## config.mk

```make
export PLATFORM = sky130hd
export DESIGN_NAME = div_ctrl
export DESIGN_NICKNAME = d
export VERILOG_FILES = /design/src/rtl/div_ctrl_pkg.sv /design/src/rtl/div_step.sv /design/src/rtl/div_ctrl.sv
export SDC_FILE = /design/constraint.sdc
export NUM_CORES = 1
export LEC_CHECK = 0
export ABC_AREA = 1
export ABC_CLOCK_PERIOD_IN_PS = 3800
export CELL_PAD_IN_SITES_DETAIL_PLACEMENT = 0
export CELL_PAD_IN_SITES_GLOBAL_PLACEMENT = 1
export CORE_MARGIN = 4
export CORE_UTILIZATION = 41
export CTS_CLUSTER_SIZE = 16
export DETAILED_ROUTE_END_ITERATION = 10
export GPL_ROUTABILITY_DRIVEN = 0
export PLACE_DENSITY_LB_ADDON = 0.15
export SYNTH_ARGS = -nofsm -noshare
export SYNTH_HDL_FRONTEND = slang
export SYNTH_HIERARCHICAL = 1
export SYNTH_SLANG_ARGS = --single-unit
export TNS_END_PERCENT = 20
```

## constraint.sdc

```tcl
create_clock -name clk -period 3.8 [get_ports clk]
set_input_delay 0.76 -clock clk [delete_from_list [all_inputs] [get_ports clk]]
set_output_delay 0.76 -clock clk [all_outputs]
set_load 0.005 [all_outputs]
```

## src/rtl/div_ctrl_pkg.sv

```systemverilog
// rtl/div_ctrl_pkg.sv - shared op codes, state encodings and helpers for the divide sequencer
//
// Purpose : ALU control codes recognised as divides, FSM state encoding,
//           and a small op-decode helper used by div_ctrl.
// Ports   : none (package)

package div_ctrl_pkg;

   // ALU control codes for the two divide flavours
   localparam logic [7:0] EXE_DIV_OP  = 8'b0001_1010;
   localparam logic [7:0] EXE_DIVU_OP = 8'b0001_1011;

   typedef enum logic [1:0] {
      DIV_IDLE = 2'b00,
      DIV_ZERO = 2'b01,
      DIV_ON   = 2'b10,
      DIV_END  = 2'b11
   } div_state_t;

   function automatic logic is_div_op(input logic [7:0] op);
      return (op == EXE_DIV_OP) || (op == EXE_DIVU_OP);
   endfunction

endpackage

```

## src/rtl/div_step.sv

```systemverilog
// rtl/div_step.sv - one combinational restoring-division iteration
//
// Purpose : shift the next dividend bit into the partial remainder and try
//           to subtract the divisor; keep the difference if it is non-negative.
// Ports   : rem      - partial remainder from the previous iteration
//           next_bit - dividend bit shifted in this iteration
//           divisor  - divisor magnitude
//           new_rem  - partial remainder after this iteration
//           q_bit    - quotient bit produced by this iteration

module div_step #(
   parameter int DATA_W = 32
) (
   input  logic [DATA_W-1:0] rem,
   input  logic              next_bit,
   input  logic [DATA_W-1:0] divisor,
   output logic [DATA_W-1:0] new_rem,
   output logic              q_bit
);

   // Two guard bits: the shifted partial remainder is DATA_W+1 bits wide and
   // the extra MSB carries the borrow of the trial subtraction.
   logic [DATA_W+1:0] trial;
   logic              unused_msb;

   assign trial = {1'b0, rem, next_bit} - {2'b00, divisor};
   assign q_bit = ~trial[DATA_W+1];

   // The partial remainder is always below the divisor, so the top bit of
   // either candidate is zero and can be dropped.
   assign {unused_msb, new_rem} = q_bit ? trial[DATA_W:0] : {rem, next_bit};

endmodule

```

## src/rtl/div_ctrl.sv

```systemverilog
// rtl/div_ctrl.sv - multi-cycle radix-2 restoring divide sequencer for the E stage
//
// Purpose : decode DIV/DIVU, run DATA_W restoring iterations, stall the front
//           of the pipeline while busy and hold {remainder, quotient} until
//           the E stage advances.
// Ports   : clk, resetn (async, active-low)
//           alucontrolE - E-stage ALU control code
//           srcaE/srcbE - dividend / divisor, latched at start
//           flushE      - annul the E-stage instruction
//           advanceE    - E stage hands its instruction to M
//           div_stall   - hold F/D/E (combinational)
//           div_ready   - result valid
//           hilo_out    - {HI = remainder, LO = quotient}

module div_ctrl
   import div_ctrl_pkg::*;
#(
   parameter int DATA_W = 32
) (
   input  logic                  clk,
   input  logic                  resetn,
   input  logic [7:0]            alucontrolE,
   input  logic [DATA_W-1:0]     srcaE,
   input  logic [DATA_W-1:0]     srcbE,
   input  logic                  flushE,
   input  logic                  advanceE,
   output logic                  div_stall,
   output logic                  div_ready,
   output logic [2*DATA_W-1:0]   hilo_out
);

   localparam int CNT_W = $clog2(DATA_W);
   localparam logic [CNT_W-1:0] LAST_CNT = CNT_W'(DATA_W - 1);

   div_state_t         state;
   logic [CNT_W-1:0]   cnt;
   logic [DATA_W-1:0]  dvd;     // dividend magnitude, shifts out MSB-first while quotient bits shift in
   logic [DATA_W-1:0]  dsr;     // divisor magnitude
   logic [DATA_W-1:0]  rem;     // partial remainder
   logic               neg_q;   // operand signs differ on a signed divide
   logic               neg_r;   // dividend negative on a signed divide

   logic               start;
   logic               op_signed;
   logic               neg_a;
   logic               neg_b;
   logic [DATA_W-1:0]  step_rem;
   logic               step_q;
   logic [DATA_W-1:0]  q_next;
   logic [DATA_W-1:0]  q_fix;
   logic [DATA_W-1:0]  r_fix;

   assign start     = is_div_op(alucontrolE) && !flushE;
   assign op_signed = (alucontrolE == EXE_DIV_OP);
   assign neg_a     = op_signed && srcaE[DATA_W-1];
   assign neg_b     = op_signed && srcbE[DATA_W-1];

   div_step #(.DATA_W(DATA_W)) u_step (
      .rem      (rem),
      .next_bit (dvd[DATA_W-1]),
      .divisor  (dsr),
      .new_rem  (step_rem),
      .q_bit    (step_q)
   );

   assign q_next = {dvd[DATA_W-2:0], step_q};
   assign q_fix  = neg_q ? -q_next   : q_next;
   assign r_fix  = neg_r ? -step_rem : step_rem;

   // Gated by resetn so the stall releases the instant reset is asserted,
   // even if a divide code is still sitting in E.  A flush in a busy state
   // releases the stall in the same cycle.
   assign div_stall = resetn &&
                      (((state == DIV_IDLE) && start) ||
                       (((state == DIV_ZERO) || (state == DIV_ON)) && !flushE));

   always_ff @(posedge clk or negedge resetn) begin
      if (!resetn) begin
         state     <= DIV_IDLE;
         cnt       <= '0;
         dvd       <= '0;
         dsr       <= '0;
         rem       <= '0;
         neg_q     <= 1'b0;
         neg_r     <= 1'b0;
         div_ready <= 1'b0;
         hilo_out  <= '0;
      end else begin
         case (state)
            DIV_IDLE: begin
               div_ready <= 1'b0;
               if (start) begin
                  cnt <= '0;
                  rem <= '0;
                  if (srcbE == '0) begin
                     // keep the raw dividend; it becomes the remainder
                     dvd   <= srcaE;
                     state <= DIV_ZERO;
                  end else begin
                     dvd   <= neg_a ? -srcaE : srcaE;
                     dsr   <= neg_b ? -srcbE : srcbE;
                     neg_q <= neg_a ^ neg_b;
                     neg_r <= neg_a;
                     state <= DIV_ON;
                  end
               end
            end
            DIV_ZERO: begin
               if (flushE) begin
                  state <= DIV_IDLE;
               end else begin
                  hilo_out  <= {dvd, {DATA_W{1'b1}}};
                  div_ready <= 1'b1;
                  state     <= DIV_END;
               end
            end
            DIV_ON: begin
               if (flushE) begin
                  state <= DIV_IDLE;
               end else begin
                  rem <= step_rem;
                  dvd <= q_next;
                  cnt <= cnt + 1'b1;
                  if (cnt == LAST_CNT) begin
                     hilo_out  <= {r_fix, q_fix};
                     div_ready <= 1'b1;
                     state     <= DIV_END;
                  end
               end
            end
            DIV_END: begin
               // start is ignored here: the held instruction must not rerun
               if (advanceE || flushE) begin
                  div_ready <= 1'b0;
                  state     <= DIV_IDLE;
               end
            end
            default: begin
               div_ready <= 1'b0;
               state     <= DIV_IDLE;
            end
         endcase
      end
   end

endmodule

```

==> impl_metrics.tcl <==
set metrics [dict create \
    wire_per_inst_um 17.0 \
    drc_errors 0 \
    routed-via-count 15383 \
    synth_area_leaders "dfrtp_1, nand2_1, inv_1, nand3_1, nor2_1" \
    synthCells 2381 \
    tightest_slew_ns 1.02 \
    avgSynthCellArea_um2 6.11 \
    ant_nets 0 \
    crit_chain "inv_1 -> ha_1 -> inv_1 -> fa_2 -> nand3_1 -> nand3_2 -> nand2_1 -> nand2_1 -> nand2_1 -> nand2_1 -> xor2_1 -> nand2_1 -> nand2_1 -> nor2_1 -> and2_1 -> nand3_1 -> nor2_4 -> nand3_1 -> nand3_1 -> nand3_1 -> nand2_1 -> nand2_1" \
    start_util 0.418 \
    synth_top_area_frac 0.293 \
    cp.required_ns 4.14 \
    cpMostUsedCell "nand2_1" \
    status "finished clean" \
    hold_class "in -> async" \
    finalWirelength_um 50500 \
    clock_latency_ns 0.44 \
    final_layout_size_suffix_gt1_frac 0.0623 \
    fmax_ghz 0.282 \
    die-area_um2 38500 \
    core_um2 34800 \
    cts_buffers 17 \
    synth_area_leader_cell "dfrtp_1" \
    grt_pass1_vias 14585 \
    drt_iter0_drc 1377 \
    setup_violations 0 \
    whs_ns 0.385 \
    cp_slowest_cell "dfrtp_1" \
    synth_edf_count 0 \
    synth_warnings 6 \
    path_max_fanout 4 \
    grt_antenna_before_repair 1 \
    cts.hold.buffers_added 0 \
    cp.arrival_ns 3.89 \
    viasPerCell 5.19 \
    cpPeakStageDelay_ns 0.46 \
    root_buffer "clkbuf_16" \
    slew_violations 0 \
    syn2layout_area_growth_pct 17.0 \
    clock_skew_ns 0.0145 \
    tns_ns 0 \
    fin_crit_sh 0.934 \
    dr.pass1.iters 6 \
    cp_top_family "simple AND/OR/NAND/NOR gates" \
    grt_pass1_wl_um 79500 \
    rows 68 \
    crit_path_end_kind "flip-flop" \
    cts_tree "built" \
    path_class "reg -> reg" \
    synth_cell_type_count 57 \
    cts_sinks 170 \
    dieHeight_um 196 \
    yosysSeqAreaShare 0.293 \
    max_slew_margin 0.321 \
    synth_top_flop_cell "dfrtp_1" \
    synth_nets 2501 \
    grt_overflow 0 \
    port_buffers 141 \
    synth-seq-cells 170 \
    ioPinCount 142 \
    cts_htree_levels 4 \
    dp_hpwl_um 39800 \
    fp.dieW_um 196 \
    grt_max_degree 104 \
    final_net_count 2614 \
    clockBufferDepth 2 \
    hold_viol 0 \
    clk_pin_slew_ns 0.07 \
    drv_cap 0 \
    ys_top_cells_by_count "nand2_1, inv_1, nand3_1" \
    worst-path-buf-inv 2 \
    grt_usage 0.258 \
    final_core_util 0.489 \
    num-fill-cells 3705 \
    period_needed_ns 3.55 \
    synth.most_common_cell "nand2_1" \
    rsz0062_at_grt "no" \
    async_flop_share 1.00 \
    startpoint_type "flip-flop" \
    syn_area_um2 14500 \
]
[placed cells by master (no fill, tap or decap), types with 14 or more instances in the layout]
master	instances
a21oi_1	94
buf_4	26
clkbuf_16	17
clkdlybuf4s50_1	140
dfrtp_1	170
ha_1	36
inv_1	315
inv_2	15
nand2_1	884
nand3_1	203
nand3_2	21
nand4_1	31
nor2_1	187
nor2_2	14
nor3_1	34
o21ai_0	128
xor2_1	42
[repair_timing]
item / in CTS / in global routing
endpoints found under the hold margin: 0 / 0
setup buffers: 0 / 1
setup endpoints to repair: 0 / 26
gates resized for setup: 0 / 27
[sequential cells by signal, indices dropped and copies added (netlist names)]
signal,count
cnt,5
div_ready,1
dsr,32
dvd,32
hilo_out,64
neg_q,1
neg_r,1
rem,32
state,2
[routing by layer]
layer	track usage	share of wire	vias to the layer above
li1	-	-	7737
met1	0.385	0.49	7129
met2	0.401	0.44	459
met3	0.0278	0.054	58
met4	0.0621	0.021	0
met5	0	0	-
[worst register-to-register path, cell delays in order (launching register included)]
cell	delay, ns
dfrtp_1	0.46
inv_1	0.11
ha_1	0.17
inv_1	0.10
fa_2	0.40
nand3_1	0.12
nand3_2	0.13
nand2_1	0.09
nand2_1	0.14
nand2_1	0.10
nand2_1	0.08
xor2_1	0.17
nand2_1	0.08
nand2_1	0.15
nor2_1	0.16
and2_1	0.22
nand3_1	0.13
nor2_4	0.16
nand3_1	0.11
nand3_1	0.09
nand3_1	0.13
nand2_1	0.11
nand2_1	0.05
[through the flow]
step	std cells	cell area, um2	setup slack (ns)
detailed placement	2929	16400	0.0949
finish	2962	17000	0.250
CTS	2960	16900	0.0779
floorplan	2381	14500	0.822
global route	2961	17000	0.000951
global placement	2929	16400	0.168
[path summary, 6_finish.rpt]
path                               from      endpoint  slack, ns  cells after the start
max                             dvd[31]  hilo_out[55]       0.25                     22
min                              resetn       rem[22]       0.38                      2
max reg2reg                     dvd[31]  hilo_out[55]       0.25                     22
min reg2reg                hilo_out[28]  hilo_out[28]       0.48                      2
max in group asynchronous        resetn       dsr[12]       2.03                      3
min in group clk           hilo_out[28]  hilo_out[28]       0.48                      2
[cells by family (layout without fill, tap and decap cells)]
group	Yosys count	count (layout)	share of synthesized area
buffers and inverters	408	533	0.113
DFF	170	170	0.293
other	0	1	0
xor gates and xnor gates	49	49	0.0295
and+or+nand+nor	1435	1435	0.423
AOI/OAI and AO/OA	273	273	0.102
adders and majority gates	44	44	0.0384
muxes	2	2	0.00146
[layout make-up]
type	count	area, um2	area share
sequential	170	4250	0.250
antenna	1	2.50	0.000147
inverter	333	1250	0.0736
multi-input combinational	1803	8750	0.514
clock inverter	12	93.8	0.00552
clock buffer	19	443	0.0260
timing repair buffer	169	1650	0.0969
tap	455	569	0.0335
Power is not shown: default switching activity piles up to over one toggle a cycle in this logic, so the estimate is an artifact.
